==> src/rtl/mcpu5_pkg.sv <==
// mcpu5_pkg: shared types and constants for the MCPU5 program sequencer.
package mcpu5_pkg;

  localparam int INST_W = 6;

  // OUT opcode; it doubles as the idle/no-op instruction fed to the core.
  localparam logic [INST_W-1:0] MCPU5_OP_OUT = 6'b111001;

  typedef enum logic [1:0] {
    ST_IDLE   = 2'b00,
    ST_CPURST = 2'b01,
    ST_RUN    = 2'b10,
    ST_DONE   = 2'b11
  } seq_state_t;

  typedef enum logic [1:0] {
    HALT_LIMIT    = 2'b00,
    HALT_PAST_END = 2'b01,
    HALT_ABORT    = 2'b10,
    HALT_EMPTY    = 2'b11
  } halt_reason_t;

endpackage

==> src/rtl/mcpu5_imem.sv <==
// mcpu5_imem: DEPTH x INST_W instruction register file.
// One synchronous write port (program loading), one asynchronous read port
// so the core's PC selects its instruction in the same cycle.
module mcpu5_imem
  import mcpu5_pkg::*;
#(
  parameter int  DEPTH = 32,
  localparam int AW    = $clog2(DEPTH)
) (
  input  logic              clk,
  input  logic              we_i,
  input  logic [AW-1:0]     waddr_i,
  input  logic [INST_W-1:0] wdata_i,
  input  logic [AW-1:0]     raddr_i,
  output logic [INST_W-1:0] rdata_o
);

  logic [INST_W-1:0] mem_q [DEPTH];

  // Write one program word per cycle.
  // NOTE: the array has no reset -- only words below prog_len are ever
  // fetched, so stale contents are harmless and the storage stays a plain
  // register file. State updates use non-blocking assignments so every
  // register samples pre-edge values.
  always_ff @(posedge clk) begin
    if (we_i) begin
      mem_q[waddr_i] <= wdata_i;
    end
  end

  assign rdata_o = mem_q[raddr_i];

endmodule

==> src/rtl/mcpu5_sequencer.sv <==
// mcpu5_sequencer: program store and run controller for the MCPU5 core.
// Loads a program over valid/ready, holds the core in reset for RST_CYCLES,
// then feeds mem[PC] each cycle until a limit, fetch past end or abort.
// Optional feature: define MCPU5_SEQ_OUTCAP_EN to add OUT-data capture
// (data_out / data_valid ports).
module mcpu5_sequencer
  import mcpu5_pkg::*;
#(
  parameter int                DEPTH      = 32,
  parameter int                RST_CYCLES = 2,
  parameter logic [INST_W-1:0] NOP_INST   = MCPU5_OP_OUT,
  localparam int               AW         = $clog2(DEPTH)
) (
  input  logic              clk,
  input  logic              reset,
  input  logic              load_valid,
  input  logic [INST_W-1:0] load_data,
  output logic              load_ready,
  input  logic              load_clear,
  input  logic              start,
  input  logic              abort,
  input  logic [15:0]       cycle_limit,
  input  logic [7:0]        cpu_out,
  output logic [INST_W-1:0] cpu_inst,
  output logic              cpu_reset,
  output logic              busy,
  output logic              done,
  output logic [1:0]        halt_reason,
  output logic [15:0]       run_cycles,
  output logic [AW:0]       prog_len
`ifdef MCPU5_SEQ_OUTCAP_EN
  ,
  output logic [7:0]        data_out,
  output logic              data_valid
`endif
);

  localparam int            CW       = (RST_CYCLES > 1) ? $clog2(RST_CYCLES) : 1;
  localparam logic [CW-1:0] RST_LAST = CW'(RST_CYCLES - 1);
  localparam logic [AW:0]   FULL_LEN = (AW + 1)'(DEPTH);

  seq_state_t        state_q;
  halt_reason_t      halt_q;
  logic [AW:0]       prog_len_q, prog_len_d;
  logic [15:0]       run_cycles_q, run_cycles_inc;
  logic [CW-1:0]     rst_cnt_q;
  logic              cpu_reset_q, busy_q, done_q;

  logic              load_phase, load_fire, clear_fire, mem_we;
  logic              in_run, data_cyc, fetch_cyc, past_end, limit_hit, run_exit;
  logic [AW-1:0]     rd_addr;
  logic [INST_W-1:0] rd_data;

  // ---------------------------------------------------------------------
  // Program loading: only while the core is parked (IDLE / DONE).
  // A clear wins over a same-cycle write, so that word is discarded.
  // ---------------------------------------------------------------------
  assign load_phase = (state_q == ST_IDLE) || (state_q == ST_DONE);
  assign load_ready = load_phase && (prog_len_q != FULL_LEN);
  assign load_fire  = load_valid && load_ready;
  assign clear_fire = load_phase && load_clear;
  assign mem_we     = load_fire && !clear_fire;
  assign prog_len_d = clear_fire ? '0
                    : mem_we     ? prog_len_q + (AW + 1)'(1)
                    :              prog_len_q;

  // ---------------------------------------------------------------------
  // Run-time decode. In a data cycle (output capture only) cpu_out carries
  // data, not a PC, so the past-end check is skipped for that cycle.
  // ---------------------------------------------------------------------
  assign in_run    = (state_q == ST_RUN);
  assign fetch_cyc = in_run && !data_cyc;
  assign past_end  = fetch_cyc && ({1'b0, cpu_out} >= 9'(prog_len_q));
  assign limit_hit = (cycle_limit != 16'd0) &&
                     (({1'b0, run_cycles_q} + 17'd1) == {1'b0, cycle_limit});
  assign run_exit  = abort || past_end || limit_hit;

  assign run_cycles_inc = (run_cycles_q == 16'hFFFF) ? run_cycles_q
                                                     : run_cycles_q + 16'd1;

  assign cpu_inst = (in_run && !past_end) ? rd_data : NOP_INST;

  mcpu5_imem #(
    .DEPTH (DEPTH)
  ) u_imem (
    .clk     (clk),
    .we_i    (mem_we),
    .waddr_i (prog_len_q[AW-1:0]),
    .wdata_i (load_data),
    .raddr_i (rd_addr),
    .rdata_o (rd_data)
  );

`ifdef MCPU5_SEQ_OUTCAP_EN
  logic          data_cyc_q, data_valid_q;
  logic [7:0]    data_out_q;
  logic [AW-1:0] last_pc_q;

  // An OUT fetched in RUN makes the next cycle a data cycle; latch the data.
  always_ff @(posedge clk) begin
    if (reset) begin
      data_cyc_q   <= 1'b0;
      data_valid_q <= 1'b0;
      data_out_q   <= 8'h00;
      last_pc_q    <= '0;
    end else begin
      data_cyc_q   <= fetch_cyc && !run_exit && (cpu_inst == NOP_INST);
      data_valid_q <= in_run && data_cyc_q;
      if (fetch_cyc) begin
        last_pc_q <= cpu_out[AW-1:0];
      end
      if (in_run && data_cyc_q) begin
        data_out_q <= cpu_out;
      end
    end
  end

  assign data_cyc   = data_cyc_q;
  assign rd_addr    = data_cyc_q ? last_pc_q + AW'(1) : cpu_out[AW-1:0];
  assign data_out   = data_out_q;
  assign data_valid = data_valid_q;
`else
  assign data_cyc = 1'b0;
  assign rd_addr  = cpu_out[AW-1:0];
`endif

  // Sequencer FSM with registered status outputs.
  always_ff @(posedge clk) begin
    if (reset) begin
      state_q      <= ST_IDLE;
      halt_q       <= HALT_LIMIT;
      prog_len_q   <= '0;
      run_cycles_q <= 16'd0;
      rst_cnt_q    <= '0;
      cpu_reset_q  <= 1'b1;
      busy_q       <= 1'b0;
      done_q       <= 1'b0;
    end else begin
      prog_len_q <= prog_len_d;
      unique case (state_q)
        ST_IDLE, ST_DONE: begin
          // prog_len_d so that a load in the start cycle counts.
          if (start) begin
            if (prog_len_d == '0) begin
              state_q     <= ST_DONE;
              halt_q      <= HALT_EMPTY;
              done_q      <= 1'b1;
              busy_q      <= 1'b0;
              cpu_reset_q <= 1'b1;
            end else begin
              state_q      <= ST_CPURST;
              run_cycles_q <= 16'd0;
              rst_cnt_q    <= '0;
              done_q       <= 1'b0;
              busy_q       <= 1'b1;
              cpu_reset_q  <= 1'b1;
            end
          end
        end
        ST_CPURST: begin
          if (abort) begin
            state_q <= ST_DONE;
            halt_q  <= HALT_ABORT;
            done_q  <= 1'b1;
            busy_q  <= 1'b0;
          end else if (rst_cnt_q == RST_LAST) begin
            state_q     <= ST_RUN;
            cpu_reset_q <= 1'b0;
          end else begin
            rst_cnt_q <= rst_cnt_q + CW'(1);
          end
        end
        ST_RUN: begin
          run_cycles_q <= run_cycles_inc;
          if (run_exit) begin
            state_q     <= ST_DONE;
            halt_q      <= abort    ? HALT_ABORT
                         : past_end ? HALT_PAST_END
                         :            HALT_LIMIT;
            done_q      <= 1'b1;
            busy_q      <= 1'b0;
            cpu_reset_q <= 1'b1;
          end
        end
        default: state_q <= ST_IDLE;
      endcase
    end
  end

  assign cpu_reset   = cpu_reset_q;
  assign busy        = busy_q;
  assign done        = done_q;
  assign halt_reason = halt_q;
  assign run_cycles  = run_cycles_q;
  assign prog_len    = prog_len_q;

endmodule
==> config.mk <==
export PLATFORM = sky130hd
export DESIGN_NAME = mcpu5_sequencer
export DESIGN_NICKNAME = d
export VERILOG_FILES = /design/src/rtl/mcpu5_pkg.sv /design/src/rtl/mcpu5_imem.sv /design/src/rtl/mcpu5_sequencer.sv
export SDC_FILE = /design/constraint.sdc
export NUM_CORES = 1
export LEC_CHECK = 0
export CELL_PAD_IN_SITES_DETAIL_PLACEMENT = 0
export CELL_PAD_IN_SITES_GLOBAL_PLACEMENT = 2
export CORE_ASPECT_RATIO = 0.75
export CORE_MARGIN = 2
export CORE_UTILIZATION = 39
export CTS_CLUSTER_SIZE = 12
export DETAILED_ROUTE_END_ITERATION = 16
export GPL_ROUTABILITY_DRIVEN = 0
export PLACE_DENSITY = 0.83
export SYNTH_ARGS = -nofsm -noshare
export SYNTH_HDL_FRONTEND = slang
export SYNTH_SLANG_ARGS = --single-unit
==> constraint.sdc <==
create_clock -name clk -period 3.05 [get_ports clk]
set_input_delay 0.61 -clock clk [delete_from_list [all_inputs] [get_ports clk]]
set_output_delay 0.61 -clock clk [all_outputs]
set_load 0.02 [all_outputs]
==> impl_results.md, run 1 <==
- Antenna violations before repair: 0
- Sequential element share of the synthesized area: 63.8%
- Hold_buf cts: 0
- # clock sinks: 222
- Layout Skew: around 0.026 ns
- Share of post-route cells with drive strength above 1: between 20% and 30%
- Setup CP Type: in -> out
- Startpoint Class: input port
- Antenna diode count: 0
- # H-tree levels: 1
- RSZ-0062 raised after global routing: true
- Worst-Skew Late Latency: 0.53 ns
- Hold Path Depth: 1
- Routed len/inst: around 21 um
- Slowest CP cell: mux4_2
- Lkg Pwr: 4.22 nW
- Core area: between 0.02 and 0.03 sq mm
- Die H: 143 um
- Share of synthesized registers carrying an async set or reset: 0%
- Worst Hold Endpoint: done
- Slew HR: about 54%
- Cells after DPL: 1100
- Period utilization: between 90 and 100%
- Detail Route Antenna Nets: 0
- Synth Flop Type: edfxtp_1
- Post-DP HPWL: 17.0 mm
- R2r endpoint: halt_reason[0]
- CTS Buf Count: 23
- Cells after synthesis: around 640
- Footprint of the multi-input gates: 0.00348 sq mm
- Non-filler cells, final: around 1100
- Die area: approximately 0.027 sq mm
- Final Hold Vio Count: 0
- Most frequent CP cell: mux4_2
- Reg2Reg Setup Slack: 0.19 ns
- Final instance area: 0.0126 sq mm
- FP Rows: 50
- Vias per cell: 5.44
- Max VDD drop: 453 uV
- Max Slew Vio Count: 0
- Clock root buffer: clkbuf_16
- Final Setup Violations: 0
- Yosys reg bits: 222
- Die Wd: ~190 um
- First-pass GRT wire length: 36.8 mm
- CTS clk-pin slew, worst paths: 0.07 ns
- Peak per-stage delay on the critical path: 0.53 ns
- Total number of vias: 6239
- 1st-pass router iterations: 5
- Hold Path Class: reg -> reg
- Global-route usage over all layers: a little under a fifth
- Post-synth EDFFs: 192
- Ports: 70
- IO Port Bufs: 69
- Minimum clock period: 3.03 ns
- Filler cell count in the final layout: 2115
- Slew @ Worst Pin: 0.684 ns
- RR Startpoint: state_q[0]
- CP max FO: 7
- Finished Core Util: 50.4%
- Initial Utilization: between 30% and 40%
- YS warnings: 0
- Flip-flop and latch area: 0.00637 sq mm
- Synthesized cell area: 0.00998 sq mm
- Routed WL: about 24 mm
- Layout area overhead: 26.2%
- Count of cell types in the netlist: 65
- Net count after synthesis: 685
- DR DRC count: 0
- Placed inst area: ~0.012 sq mm
- CTS tree: built
- Peak Freq: roughly 330 MHz
- Largest net degree at the start of global routing: 33
- Fin nets: 845
- First DRT Iteration DRCs: 507
- Vias in the first global route: 6105
- Clock Tree Buf Depth: 3
- Avg Inst Size Synth: 15.7 sq um
- CP Cell Sequence: buf_16, buf_12, mux4_2, mux4_2, mux2i_1, nand2_1, buf_2
- Setup crit end kind: output pin
- Max cap viols: 0
- Min-delay src: done
- Crit path required time: 2.44 ns
- Status: finished clean
- PD cells: 572 mW/mm^2
- Critical path arrival: ~2.4 ns
- Worst R2R Path Depth: 9
- Global route total overflow: 0
## worst max-delay path: cells and delay by family
| family | cells | cell delay, ns |
|---|---|---|
| muxes | 3 | 1.25 |
| and+or+nand+nor | 1 | 0.08 |
| buffers and inverters | 3 | 0.45 |
## repair_timing
action | CTS | global route
setup endpoints to repair | 7 | 6
resized for setup | 42 | 17
setup buffers | 6 | 0
cloned | 2 | 1
pin swaps | 2 | 4
## where the power goes
| group | leakage [nW] | switching (W) | internal [W] |
|---|---|---|---|
| Sequential | 1.97 | 0.0000280 | 0.00336 |
| Combinational | 1.94 | 0.000739 | 0.000588 |
| Clock | 0.316 | 0.00112 | 0.00138 |
## logic make-up after synthesis
group                    after synthesis  share of synthesized area, %
flip-flops                           222                          63.8
XOR/XNOR                              28                          2.46
multiplexers                          69                          14.5
buffers and inverters                 50                          2.09
AND/OR/NAND/NOR                      168                          9.21
AO/OA/AOI/OAI                         86                          6.39
adder cells (fa/ha/maj)               13                          1.63
## cells in the mapped netlist, types with 11 or more instances
library cell  count  share of area (%)
edfxtp_1        192                 58
mux4_2           60                 14
nor2_1           56                2.1
dfxtp_1          30                6.0
nand2_1          26               0.98
xnor2_1          26                2.3
nand3_1          20                1.0
o21ai_0          19               0.95
a21oi_1          16               0.80
clkbuf_1         16               0.60
inv_1            16               0.60
ha_1             13                1.6
nand4_1          11               0.69
## sequential cells by signal, summed over array words and instances, names as in the netlist
| signal | count |
|---|---|
| u_imem.mem_q | 192 |
| run_cycles | 16 |
| prog_len | 6 |
| halt_reason | 2 |
| state_q | 2 |
| busy | 1 |
| cpu_reset | 1 |
| done | 1 |
| rst_cnt_q | 1 |
## worst max-delay path by stage
| stage | start | slack, ns | depth (start not counted) | to |
|---|---|---|---|---|
| after floorplan | cpu_out[0] | 0.03 | 7 | cpu_inst[0] |
| after global placement | cpu_out[4] | -0.65 | 8 | cpu_inst[0] |
| after detailed placement | cpu_out[4] | -0.69 | 8 | cpu_inst[0] |
| after CTS | cpu_out[0] | 0.002 | 7 | cpu_inst[1] |
| after global routing | cpu_out[0] | -0.01 | 8 | cpu_inst[5] |
| final | cpu_out[0] | 0.02 | 7 | cpu_inst[0] |
## layout make-up
| type | count | area share (%) |
|---|---|---|
| sequential | 222 | 50.5 |
| multi-input combinational | 364 | 27.6 |
| timing repair buffer | 169 | 12.9 |
| clock buffer | 29 | 4.75 |
| tap | 338 | 3.36 |
| inverter | 16 | 0.477 |
| clock inverter | 8 | 0.387 |
## per-stage QoR
step / power, W / setup TNS [ns] / setup slack, ns / hold slack (ns)
floorplan: 0.00419 / 0 / 0.0278 / 0.467
global placement: 0.00472 / -5.54 / -0.649 / 0.474
detailed placement: 0.00474 / -5.82 / -0.686 / 0.490
CTS: 0.00722 / 0 / 0.00204 / 0.505
global route: 0.00748 / -0.0128 / -0.0108 / 0.525
finish: 0.00721 / 0 / 0.0201 / 0.501
## cells in the final DEF (no fill, tap or decap), types with 3 or more instances in the layout
| cell | n |
|---|---|
| a21o_1 | 5 |
| a21oi_1 | 15 |
| a31oi_1 | 6 |
| and4_1 | 3 |
| buf_12 | 7 |
| buf_16 | 4 |
| buf_4 | 87 |
| buf_6 | 7 |
| clkbuf_1 | 6 |
| clkbuf_16 | 24 |
| clkdlybuf4s50_1 | 58 |
| clkinv_1 | 5 |
| dfxtp_1 | 30 |
| edfxtp_1 | 192 |
| ha_1 | 13 |
| inv_1 | 16 |
| mux2i_1 | 4 |
| mux4_2 | 60 |
| nand2_1 | 24 |
| nand2b_1 | 7 |
| nand3_1 | 20 |
| nand4_1 | 11 |
| nor2_1 | 54 |
| nor2b_1 | 5 |
| nor3_1 | 5 |
| nor4_1 | 7 |
| o211ai_1 | 3 |
| o21ai_0 | 19 |
| o21ai_1 | 4 |
| o31ai_1 | 9 |
| or3_1 | 3 |
| or4_1 | 4 |
| xnor2_1 | 26 |
## layer usage
metal	vias to the layer above	wire length, um	global-route usage [%]
met5	-	0	0
met2	188	11100	27.8
met4	0	416	4.36
met1	3164	11400	27.2
li1	2854	-	-
met3	33	1400	2.39
Power figures use the tool's default switching activity.
==> run 2, diff against run 1 <==
- CTS_CLUSTER_DIAMETER: not set -> 40
- clock period: 3.05 -> 2.75 ns (I/O delays scaled with it)
==> run 2 against run 1 <==
Against the previous run: the flow now finishes with violations (setup timing); clock skew down 0.00090 ns; largest power group unchanged; die area unchanged; register-to-register slack lost 0.08 ns; combinational power rose by 30%; highest routed layer unchanged; flip-flop and latch count did not move; cell area is 5.2% higher; sequential share of layout area shrank 2.5 points; clock power rose by 42%; total power grew 25%.
==> impl_results.md, run 2 (same netlist as run 1, synthesis figures left out) <==
- Die H: 143 um (unchanged)
- Routed WL: 25.4 mm (+4.6%)
- Clock root buffer: clkbuf_16
- Setup CP Type: in -> out
- Slew @ Worst Pin: 0.536 ns (-0.147 ns)
- Total number of vias: 6513 (+4.4%)
- Filler cell count in the final layout: 2043 (-3.4%)
- Reg power frac: 41.7% (-5.3 points)
- Post-Place Worst Slack: -0.758 ns (-0.0720 ns)
- Post-DP HPWL: 17.7 mm (+4.3%)
- Minimum clock period: 2.93 ns
- Violated checks: setup timing
- Die area: 0.0269 sq mm (unchanged)
- Final instance area: 0.0133 sq mm (+5.2%)
- DR DRC count: 0 (unchanged)
- Placed inst area: 0.0120 sq mm (+2.0%)
- IO Port Bufs: 69 (unchanged)
- Fin nets: 884 (+4.6%)
- Global-route usage over all layers: 19.1% (+1.0 points)
- Worst-Skew Late Latency: 0.54 ns (about the same)
- Largest net degree at the start of global routing: 33 (unchanged)
- # H-tree levels: 1 (unchanged)
- CTS Buf Count: 27 (+17%)
- Final Setup Violations: 6 (+6)
- Clk pwr share: 39.2% (+4.6 points)
- Leading cell type in the layout, fill and taps excluded: edfxtp_1
- Initial Utilization: 39.9% (unchanged)
- TNS Setup: -0.983 ns (-0.983 ns)
- Die Wd: 189 um (unchanged)
- Vias in the first global route: 6402 (+4.9%)
- Layout Skew: 0.0246 ns (-0.000903 ns)
- Clock Tree Buf Depth: 3 (unchanged)
- Max VDD drop: 659 uV (+46%)
- Sw frac: 25.6% (-0.49 points)
- CP max FO: 6 (-1)
- Net Switching: 0.00231 W (+23%)
- Startpoint Class: input port
- Setup crit end kind: output pin
- Hold Path Depth: 2 (+1)
- Ports: 70 (unchanged)
- Lkg Pwr: 4.54 nW (+7.5%)
- Core area: 0.0250 sq mm (unchanged)
- # clock sinks: 222 (unchanged)
- Slew HR: 64.1% (+9.9 points)
- Antenna violations before repair: 0 (unchanged)
- Max cap viols: 0 (unchanged)
- Share of post-route cells with drive strength above 1: 34.6% (+7.2 points)
- Pint: 0.00672 W (+26%)
- Max FFs per register: 192 (unchanged)
- Routed len/inst: 21.4 um (+0.87%)
- Hold_buf cts: 0 (unchanged)
- Fraction of power consumed by combinational cells: 19.1% (+0.7 points)
- First-pass GRT wire length: 39.0 mm (+5.8%)
- Final Hold Vio Count: 0 (unchanged)
- CTS tree: built
- Setup slack after layout: -0.177 ns (-0.197 ns)
- Antenna diode count: 0 (unchanged)
- Layout area overhead: 32.8%
- PD cells: 681 mW/mm^2 (+19%)
- Detail Route Antenna Nets: 0 (unchanged)
- Critical path arrival: 2.38 ns (-0.04 ns)
- Status: complete, but fails checks
- Crit path required time: 2.20 ns (-0.24 ns)
- Hold Path Class: reg -> reg
- Period utilization: 106%
- Peak Freq: roughly 340 MHz
- Vias per cell: 5.48 (+0.70%)
- Top reg by flops: u_imem.mem_q
- RSZ-0062 raised after global routing: true
- 1st-pass router iterations: 5 (unchanged)
- Worst R2R Path Depth: 12 (+3)
- Max Slew Vio Count: 0 (unchanged)
- Global route total overflow: 0 (unchanged)
- First DRT Iteration DRCs: 632 (+25%)
- FP Rows: 50 (unchanged)
- Highest-count cells in the layout ignoring fill and taps: edfxtp_1, buf_4, mux4_2
- Finished Core Util: 53.0% (+2.6 points)
- CTS clk-pin slew, worst paths: 0.05 ns (-0.02 ns)
-- run 2: cell count changes in the layout (fill, tap and decap cells not counted), moves of 4 or more --
cell and change:
o21ai_0 -4, bufinv_16 +4, buf_4 +32, clkbuf_1 -5, o21ai_1 +4
-- run 2: final cells by class --
cell class / instances / area [sq um] / share of cell area [%]
Sequential cell: 222 / 6370 / 48.0
Multi-Input combinational cell: 364 / 3610 / 27.2
Timing Repair Buffer: 204 / 1910 / 14.4
Clock buffer: 28 / 679 / 5.12
Tap cell: 338 / 423 / 3.19
Clock inverter: 16 / 213 / 1.60
Inverter: 16 / 60.1 / 0.453
-- run 2: worst max-delay path: stages --
cell and delay (ns):
buf_16 0.14, buf_12 0.12, buf_4 0.10, mux4_2 0.54, mux4_2 0.49, mux2i_2 0.21, nand2_2 0.08, buf_6 0.14
-- run 2: timing repair --
item / CTS / global route
setup endpoints to repair: 15 / 26
cloned: 2 / 1
pin swaps: 7 / 13
setup buffers: 10 / 5
gates resized for setup: 60 / 31
-- run 2: path summary, 6_finish.rpt --
check,slack (ns),startpoint,end
setup / recovery,-0.18,cpu_out[0],cpu_inst[3]
hold / removal,0.49,busy,busy
setup reg to reg,0.11,state_q[0],run_cycles[5]
hold reg to reg,0.49,busy,busy
-- run 2: through the flow --
stage	power [W]	hold WS, ns	cells
CTS	0.00894	0.502	1182
detailed placement	0.00532	0.482	1126
finish	0.00903	0.491	1188
floorplan	0.00465	0.467	636
global route	0.00939	0.512	1188
global placement	0.00529	0.478	1126
-- run 2: power groups by stage --
stage	clock [W]	combinational, W	sequential, W
floorplan	0	0.000781	0.00387
detailed placement	0	0.00149	0.00383
CTS	0.00360	0.00159	0.00376
global route	0.00376	0.00186	0.00377
finish	0.00354	0.00173	0.00376
global placement	0	0.00146	0.00382
-- run 2: per-layer routing --
| layer | share of wire, % | global-route usage, % | wire length, um | vias up |
|---|---|---|---|---|
| li1 | - | - | - | 2939 |
| met1 | 46 | 28.3 | 11600 | 3293 |
| met2 | 46 | 29.0 | 11700 | 236 |
| met3 | 6.5 | 3.72 | 1650 | 45 |
| met4 | 1.7 | 4.36 | 442 | 0 |
| met5 | 0 | 0 | 0 | - |
